## src/rtl/ws2812_pkg.sv

```systemverilog
// Shared types and helpers for the WS2812 frame driver: FSM states, timing conversion, GRB packing, brightness scaling.
// Pure package, no latency or backpressure of its own.
package ws2812_pkg;

    typedef enum logic [1:0] {
        ST_IDLE,
        ST_LOAD,
        ST_SEND,
        ST_GAP
    } state_t;

    localparam int PIX_W = 24;

    function automatic int ns_to_cyc(input int clk_freq, input int ns);
        return clk_freq / 1_000_000 * ns / 1000;
    endfunction

    function automatic int us_to_cyc(input int clk_freq, input int us);
        return clk_freq / 1_000_000 * us;
    endfunction

    function automatic logic [PIX_W-1:0] pack_grb(input logic [7:0] r,
                                                   input logic [7:0] g,
                                                   input logic [7:0] b);
        return {g, r, b};
    endfunction

    // (c * (br + 1)) >> 8: 255 is the identity, 0 blanks the channel.
    function automatic logic [7:0] scale8(input logic [7:0] c, input logic [7:0] br);
        logic [15:0] prod;
        prod = {8'd0, c} * ({8'd0, br} + 16'd1);
        return 8'(prod >> 8);
    endfunction

    function automatic logic [PIX_W-1:0] scale_grb(input logic [PIX_W-1:0] grb,
                                                   input logic [7:0] br);
        return {scale8(grb[23:16], br), scale8(grb[15:8], br), scale8(grb[7:0], br)};
    endfunction

endpackage

```

## src/rtl/ws2812_pix_ram.sv

```systemverilog
// Pixel frame buffer: one write port, one registered read port, read-before-write.
// Read data valid one cycle after the address edge; never stalls.
module ws2812_pix_ram
    import ws2812_pkg::*;
#(
    parameter int DEPTH = 64,
    parameter int AW    = 6
) (
    input  logic             clk_i,
    input  logic             wr_en_i,
    input  logic [AW-1:0]    wr_addr_i,
    input  logic [PIX_W-1:0] wr_dat_i,
    input  logic [AW-1:0]    rd_addr_i,
    output logic [PIX_W-1:0] rd_dat_o
);

    logic [PIX_W-1:0] mem [DEPTH];
    logic [PIX_W-1:0] rd_q;

    // No reset: contents are meant to survive a logic reset.
    always_ff @(posedge clk_i) begin
        if (wr_en_i) begin
            mem[wr_addr_i] <= wr_dat_i;
        end
        rd_q <= mem[rd_addr_i];
    end

    assign rd_dat_o = rd_q;

endmodule

```

## src/rtl/ws2812_frame_ctrl.sv

```systemverilog
// WS2812 frame driver: buffers LED_NUM pixels, scales by brightness, serialises GRB MSB-first then holds the latch gap.
// LED line rises two edges after frame_start is taken; frame_start is ignored while busy, writes are always accepted.
module ws2812_frame_ctrl
    import ws2812_pkg::*;
#(
    parameter int CLK_FREQ = 50_000_000,
    parameter int LED_NUM  = 64,
    parameter int T0H_NS   = 400,
    parameter int T1H_NS   = 800,
    parameter int BIT_NS   = 1250,
    parameter int RST_US   = 280,
    localparam int AW      = (LED_NUM > 1) ? $clog2(LED_NUM) : 1
) (
    input  logic          sys_clk,
    input  logic          sys_rst_n,
    input  logic          wr_en,
    input  logic [AW-1:0] wr_addr,
    input  logic [7:0]    wr_r,
    input  logic [7:0]    wr_g,
    input  logic [7:0]    wr_b,
    input  logic [7:0]    brightness,
    input  logic          frame_start,
    output logic          busy,
    output logic          frame_done,
    output logic          led_data
);

    localparam int T0H_CYC = ns_to_cyc(CLK_FREQ, T0H_NS);
    localparam int T1H_CYC = ns_to_cyc(CLK_FREQ, T1H_NS);
    localparam int BIT_CYC = ns_to_cyc(CLK_FREQ, BIT_NS);
    localparam int RST_CYC = us_to_cyc(CLK_FREQ, RST_US);
    localparam int CW      = $clog2(RST_CYC + 1);

    localparam logic [CW-1:0] T0H_C    = CW'(T0H_CYC);
    localparam logic [CW-1:0] T1H_C    = CW'(T1H_CYC);
    localparam logic [CW-1:0] BIT_LAST = CW'(BIT_CYC - 1);
    localparam logic [CW-1:0] RST_LAST = CW'(RST_CYC - 1);
    localparam logic [AW-1:0] LAST_IDX = AW'(LED_NUM - 1);
    localparam logic [AW:0]   NUM_W    = (AW + 1)'(LED_NUM);

    state_t           state_q, state_d;
    logic [AW-1:0]    idx_q, idx_d;
    logic [4:0]       bit_q, bit_d;
    logic [CW-1:0]    cnt_q, cnt_d;
    logic [PIX_W-1:0] sh_q, sh_d;
    logic [7:0]       bri_q, bri_d;
    logic             led_q, led_d;
    logic             done_q, done_d;
    logic             byp_vld_q;
    logic [PIX_W-1:0] byp_dat_q;

    logic             wr_ok;
    logic [PIX_W-1:0] wr_dat;
    logic [PIX_W-1:0] ram_rd;
    logic [PIX_W-1:0] pix;
    logic [CW-1:0]    cnt_inc;
    logic [CW-1:0]    hi_len;

    assign wr_ok   = wr_en && ({1'b0, wr_addr} < NUM_W);
    assign wr_dat  = pack_grb(wr_r, wr_g, wr_b);
    assign cnt_inc = cnt_q + CW'(1);
    assign hi_len  = sh_q[PIX_W-1] ? T1H_C : T0H_C;

    // Read address follows next-state index so data is ready during LOAD.
    ws2812_pix_ram #(
        .DEPTH (LED_NUM),
        .AW    (AW)
    ) u_ram (
        .clk_i     (sys_clk),
        .wr_en_i   (wr_ok),
        .wr_addr_i (wr_addr),
        .wr_dat_i  (wr_dat),
        .rd_addr_i (idx_d),
        .rd_dat_o  (ram_rd)
    );

    // A write landing on the same edge as the RAM read would be missed by
    // the read-before-write port; forward it so "not yet loaded" holds.
    assign pix = byp_vld_q ? byp_dat_q : ram_rd;

    always_comb begin
        state_d = state_q;
        idx_d   = idx_q;
        bit_d   = bit_q;
        cnt_d   = cnt_q;
        sh_d    = sh_q;
        bri_d   = bri_q;
        led_d   = 1'b0;
        done_d  = 1'b0;
        case (state_q)
            ST_IDLE: begin
                if (frame_start) begin
                    bri_d   = brightness;
                    idx_d   = '0;
                    state_d = ST_LOAD;
                end
            end
            ST_LOAD: begin
                sh_d    = scale_grb(pix, bri_q);
                bit_d   = '0;
                cnt_d   = '0;
                led_d   = 1'b1;
                state_d = ST_SEND;
            end
            ST_SEND: begin
                if (cnt_q == BIT_LAST) begin
                    cnt_d = '0;
                    if (bit_q == 5'd23) begin
                        if (idx_q != LAST_IDX) begin
                            idx_d   = idx_q + AW'(1);
                            state_d = ST_LOAD;
                        end else begin
                            state_d = ST_GAP;
                        end
                    end else begin
                        bit_d = bit_q + 5'd1;
                        sh_d  = sh_q << 1;
                        led_d = 1'b1;
                    end
                end else begin
                    cnt_d = cnt_inc;
                    led_d = (cnt_inc < hi_len);
                end
            end
            ST_GAP: begin
                if (cnt_q == RST_LAST) begin
                    cnt_d   = '0;
                    done_d  = 1'b1;
                    state_d = ST_IDLE;
                end else begin
                    cnt_d = cnt_inc;
                end
            end
            default: state_d = ST_IDLE;
        endcase
    end

    always_ff @(posedge sys_clk or negedge sys_rst_n) begin
        if (!sys_rst_n) begin
            state_q   <= ST_IDLE;
            idx_q     <= '0;
            bit_q     <= '0;
            cnt_q     <= '0;
            sh_q      <= '0;
            bri_q     <= '0;
            led_q     <= 1'b0;
            done_q    <= 1'b0;
            byp_vld_q <= 1'b0;
            byp_dat_q <= '0;
        end else begin
            state_q   <= state_d;
            idx_q     <= idx_d;
            bit_q     <= bit_d;
            cnt_q     <= cnt_d;
            sh_q      <= sh_d;
            bri_q     <= bri_d;
            led_q     <= led_d;
            done_q    <= done_d;
            byp_vld_q <= wr_ok && (wr_addr == idx_d);
            byp_dat_q <= wr_dat;
        end
    end

    assign busy       = (state_q != ST_IDLE);
    assign frame_done = done_q;
    assign led_data   = led_q;

endmodule

```

## config.mk

```make
export PLATFORM = sky130hd
export DESIGN_NAME = ws2812_frame_ctrl
export DESIGN_NICKNAME = d
export VERILOG_FILES = /design/src/rtl/ws2812_pkg.sv /design/src/rtl/ws2812_pix_ram.sv /design/src/rtl/ws2812_frame_ctrl.sv
export SDC_FILE = /design/constraint.sdc
export NUM_CORES = 2
export LEC_CHECK = 0
export BUFFER_PORTS_ARGS = -buffer_cell sky130_fd_sc_hd__buf_2
export CORE_MARGIN = 1.5
export CORE_UTILIZATION = 55
export DETAILED_ROUTE_END_ITERATION = 12
export PLACE_DENSITY = 0.71
export SYNTH_ARGS = -nofsm -noshare
export SYNTH_HDL_FRONTEND = slang
export SYNTH_SLANG_ARGS = --single-unit
```

## constraint.sdc

```tcl
create_clock -name sys_clk -period 7.2 [get_ports sys_clk]
set_input_delay 0 -clock sys_clk [delete_from_list [all_inputs] [get_ports sys_clk]]
set_output_delay 0 -clock sys_clk [all_outputs]
set_load 0.01 [all_outputs]
```

==> After elaboration in Yosys (flattened, before gate mapping) <==
Memories as Yosys holds them, arrays and structs flattened. A register that Yosys moved wholly into a read port is not among the register bits.
Index checks and enable logic that the tools add are counted.
{ "totals": {"input_bits": 42, "mem_bits_rw": 1536, "romBits": 0, "latchBits": 0, "ff_bits": 86, "memories": 1} }
{ "memory_table": {"columns": ["name", "words", "width", "read_ports", "rd_clocked_by_memory_dff", "wr", "line", "source"], "rows": [
  ["u_ram.mem", 64, 24, 1, 1, 1, "ws2812_pix_ram.sv:17", "logic [PIX_W-1:0] mem [DEPTH];"]
]} }
{ "op_classes": {"bitwise": 0, "n_div": 0, "shifts": 0, "eq_ne": 13, "muxes": 29, "n_lt_le_gt_ge": 1, "n_mul": 3, "reduce_logical": 8, "addsub": 4} }
{ "op_table": {"columns": ["cell", "n"], "rows": [
  ["$mux 24", 3],
  ["$pmux 24 s2", 1],
  ["$pmux 14 s3", 1],
  ["$mul 8x16->16", 2],
  ["$mux 6", 5],
  ["$mux 14", 2],
  ["$mul 8x9->16", 1],
  ["$add 14x1->14 const B", 1],
  ["$eq 14x14->1 const B", 1],
  ["$eq 14x6->1 const B", 1],
  ["$lt 14x6->1", 1],
  ["$pmux 6 s2", 1],
  ["$mux 2", 5],
  ["$mux 5", 2],
  ["$ne 2x2->1 const B", 5],
  ["$pmux 5 s2", 1],
  ["$add 8x1->9 const B", 1],
  ["$pmux 2 s4", 1],
  ["$add 6x1->6 const B", 1],
  ["$eq 6x6->1", 1],
  ["$mux 1", 6],
  ["$ne 6x6->1 const B", 1],
  ["$add 5x1->5 const B", 1],
  ["$eq 5x5->1 const B", 1],
  ["10 further kinds", 12]
]} }

==> Longest topological paths before layout <==
{ "depth": {"depth_word": 7, "mapped_depth": 21, "ltp_nobuf": 20} }

==> Modules after synthesis <==
A second synthesis with hierarchy kept.
{ "hier_totals": {"cells_unflattened": 3753, "hier_area_um2": 69701.8} }
{ "by_module_without_submodules": {"columns": ["module", "seq_area_each_um2", "n_inst", "area_per_inst_um2", "cells_each"], "rows": [
  ["ws2812_pix_ram", 46604.7, 1, 59295.6, 2610],
  ["ws2812_frame_ctrl", 2152.1, 1, 10406.2, 1143]
]} }

==> Worst setup path after synthesis <==
OpenSTA, ideal clock, no wires.
{ "synth_path": {"path_type": "register -> register", "from": "reg byp_vld_q", "to": "reg sh_q[7]", "arrival_time_ps": 5327, "stages_incl_launch_ff": 19, "path_buffers": 2, "setup_ps": 120, "required_time_ps": 7080, "synth_period_minus_slack_ps": 5447, "path_slack_ps": 1753, "cell_sequence": "dfrtp_1 clkbuf_1 clkbuf_1 mux2i_1 nor2_1 fa_1 fa_1 inv_1 fa_1 fa_1 inv_1 ha_1 a2111oi_0 o21bai_1 a311oi_1 o31ai_1 a21oi_1 mux2i_1 nor2_1"} }
{ "synth_via": {"elab_chain_cells": 3} }
{ "synth_lines": {"columns": ["item", "line", "source"], "rows": [
  ["start: declaration", "ws2812_frame_ctrl.sv:49", "logic byp_vld_q;"],
  ["start signal: assignment", "ws2812_frame_ctrl.sv:159", "byp_vld_q <= wr_ok && (wr_addr == idx_d);"],
  ["$mux 24", "ws2812_frame_ctrl.sv:79", "assign pix = byp_vld_q ? byp_dat_q : ram_rd;"],
  ["$mul 8x9->16", "ws2812_pkg.sv:31", "prod = {8'd0, c} * ({8'd0, br} + 16'd1);"],
  ["$pmux 24 s2", "ws2812_frame_ctrl.sv:90", "case (state_q)"],
  ["end signal: assignment", "ws2812_frame_ctrl.sv:144", "sh_q <= '0;"],
  ["end signal: assignment", "ws2812_frame_ctrl.sv:155", "sh_q <= sh_d;"],
  ["end: declaration", "ws2812_frame_ctrl.sv:45", "logic [PIX_W-1:0] sh_q, sh_d;"]
]} }
No other way between the ends.
A chain may end at the register's enable or synchronous reset.

==> Worst setup path in the final report <==
Same ends and word-level chain as after synthesis.

==> run summary <==
Of the synthesized area, sequential elements account for 67.9%. The boundary pin count was 45; the achievable clock frequency was 0.164 GHz. The register share of total power is 54.7%. The cell sitting at the root of the clock tree is a clkbuf_16. The first-iteration detailed-routing DRC count came out at 5978.

Main flop type after synthesis: edfxtp_1. The total count of hold-check failures in the final report came out at 0. The run gives 42.3k as the via count of the first global-routing pass.

The required time of the critical path came out at 7900 ps. For the worst IR drop on VDD, the log shows 0.286 mV. The area growth from synthesis to layout is 11.5%. In the synthesized netlist, the cells that appear most often are edfxtp_1 (1536), nand2_1 (910), mux2i_1 (419).

Setup slack closes at 1100 ps. The class of the most critical hold timing path is in -> reg. The worst-case clock skew was 45.7 ps. The run gives 0.0718 sq mm as the netlist area before placement.

The number of sinks driven by the clock tree is 1646, and the via density per instance is 6.20. STA classifies the critical path endpoint as a register. For the final routed database, the setup TNS stands at 0 ps.

For the area of the core, the log shows 0.129 sq mm. Across all layers, the routed design uses 44.5k vias. Once the clock tree was built, the setup fixing pass inserted 0 buffers.

The post-route netlist has 10.3% of its cells at a drive strength greater than 1. The wire-length estimate of the detail-placed layout is 112 mm. The worst pin sits at a relative slew slack of 17.6%. The first TritonRoute pass finished after 6 iterations. The tools report the internal power component as 15.3 mW. After layout, the worst path uses 84.8% of the clock period. The die span in y is 364 um. Die area: 0.133 sq mm. The total nets after synthesis is 5464, and the initial antenna violation count is 6. Across every metal layer, demand over resource in global routing totals 29.0%. CTS built an H-tree with a depth of 4.

Dominant cell by count in the synthesized netlist: edfxtp_1. After floorplanning, the core was divided into 132 placement rows. Global routing consumed, on the met3 layer, 6.51% of the routing resources. STA classifies the critical path startpoint as a register.

The cell count after synthesis came out at 5193. After global routing the overflow that remains totals 0. The fraction of power spent switching nets was 20.5%. Combinational cells account for 1.7% of the total power. The met2 routing resource usage after global routing is 43.4%, and the clock-pin slew on the worst setup and hold paths is 60 ps. The minimum setup slack after placement is 1070 ps.

Setup repair after global routing left no endpoint under its margin. Entering global routing, the biggest net connects 150 pins. The share of the synthesized area in the top cell type was 64.3%. The first global-routing pass estimated 280 mm of wire. Across the run, the number of max-cap violations was 0.

The slew at the pin with the worst max-slew slack was 1230 ps; the routed length per placed instance was 26.7 um. For the DRC violation count after routing, the log shows 0. TritonCTS built the clock tree.

The met1 usage is 41.0%. The number of buffers inserted during clock tree synthesis was 166. The biggest area contributor in the post-synthesis netlist is edfxtp_1. The number of synthesized register bits was 1646; the proportion of power drawn by the clock network was 43.6%. The later pin in the worst-skew pair is clocked with a latency of 820 ps. In this run the remaining antenna-violating nets after routing total 0. The flow ran to the end, and the final reports show no timing, DRC or antenna violations. Dividing the synthesized area by the synthesized cell count gives 13.8 sq um.

For this run, the number of Yosys warnings is 0. For the deepest clock path buffer count, the log shows 3. During placement, the flow inserted port buffers numbering 44.

Gates resized during post-CTS repair numbered 0. The net load switching power was 3.96 mW; the signal arrival time at the worst endpoint was 6800 ps. Counting flops with a built-in enable in the synthesized netlist gives 1536. The detailed-route wire length was 192 mm. Sorting the synthesized cells by area gives the leading types as edfxtp_1 (64%), mux2i_1 (5.8%), nand2_1 (4.8%). The final layout contains 5560 nets. Counting flops with an async set or reset pin after synthesis yields a share of 5.22%. Of all nets on the critical path, the largest fanout is 21. The logs give 0 for the number of slew-limit violations in the final report and 31.0 nW for the static leakage. For this design the ratio of total power to cell area is 241 mW/mm^2. At the end of routability-driven placement, the weighted congestion stood at 0.914. For the number of library cell types mapped by synthesis, the log shows 81. For the initial core utilization, the log shows 55.4%. Critical setup path kind: reg -> reg. In this run the most used layer during global routing was met2.

From left edge to right edge, the die measures 364 um. The smallest clock period supported by the final layout is computed as 6100 ps. Number of failing setup endpoints in the final timing report: 0.
power by group through the flow:
stage	Combinational [mW]	Clock, mW	Sequential, mW
2_1_floorplan	0.0520	0	10.7
3_3_place_gp	0.284	0	10.7
3_5_place_dp	0.294	0	10.7
4_1_cts	0.316	8.48	10.5
5_1_grt	0.337	8.87	10.5
6_report	0.321	8.40	10.5
state kept, by name, summed over array words and instances, names as in the netlist:
signal,count
byp_dat_q,24
cnt_q,14
idx_q,6
state_q,2
u_ram.mem,1536
led_data,1
u_ram.rd_dat_o,24
frame_done,1
bit_q,5
byp_vld_q,1
sh_q,24
bri_q,8
stage by stage:
step	cells	cell area, sq um	utilization, %	hold slack (ps)	power (mW)
floorplan	5193	71800	-	-296	10.8
global placement	6811	74200	57.3	-126	11.0
detailed placement	6811	74200	57.3	-122	11.0
CTS	7165	80000	61.8	25.6	19.3
global route	7166	80000	61.8	60.3	19.8
finish	7172	80000	61.8	40.2	19.3
cells by family (layout without fill, tap and decap cells):
family                   Yosys count  in the layout  share of synthesized area, %
AO/OA/AOI/OAI                    491            491                          5.39
other                              0              7                             0
buffers and inverters            463            693                          2.87
multiplexers                     431            431                          6.03
adder cells (fa/ha/maj)          229            229                          5.25
flip-flops                      1646           1646                          67.9
XOR/XNOR                          52             52                         0.634
AND/OR/NAND/NOR                 1881           1881                          11.9
critical path, cell delays in order (launching register included):
cell       delay [ps]
dfrtp_1           980
mux2i_1           820
nor2_1            140
fa_1              460
fa_1              490
inv_1              60
fa_1              490
fa_1              490
inv_1              40
ha_1              180
a2111oi_0         470
o21bai_1          250
a311oi_1          430
o31ai_1           190
a21oi_1           200
mux2i_1           210
nor2_1             60
per-layer routing:
layer  vias to the layer above  wire [um]
li1                      19400          -
met1                     22300      76000
met2                      2387      86400
met3                       350      20700
met4                         6       8460
met5                         -         30
final cells by class:
cell class / instances / area (sq um)
Fill cell: 9656 / 49500
Sequential cell: 1646 / 48800
Clock inverter: 78 / 828
Clock buffer: 224 / 4480
Multi-Input combinational cell: 3084 / 21200
Inverter: 149 / 576
Timing Repair Buffer: 242 / 1980
Tap cell: 1742 / 2180
Antenna cell: 7 / 17.5
cell usage in the layout (no fill, tap or decap), types with 109 or more instances in the layout:
cell type and count:
buf_4 136, clkbuf_16 167, edfxtp_1 1536, fa_1 120, ha_1 109, inv_1 145
mux2i_1 419, nand2_1 909, nand3_1 363, nor2_1 207
timing repair:
item	in CTS	in global routing
hold buffers	52	0
endpoints found under the setup margin	0	0
hold endpoints to repair	1786	0
worst paths after layout:
kind	from	slack, ps	to	cells past startpoint
max in group asynchronous	sys_rst_n	5810	cnt_q[8]	4
hold / removal	brightness[7]	40	bri_q[7]	3
setup / recovery	byp_vld_q	1100	sh_q[7]	16
hold reg to reg	sh_q[17]	520	sh_q[17]	1
min in group asynchronous	sys_rst_n	550	state_q[0]	4
setup reg to reg	byp_vld_q	1100	sh_q[7]	16
No activity file was read; power rests on OpenSTA's default activity.
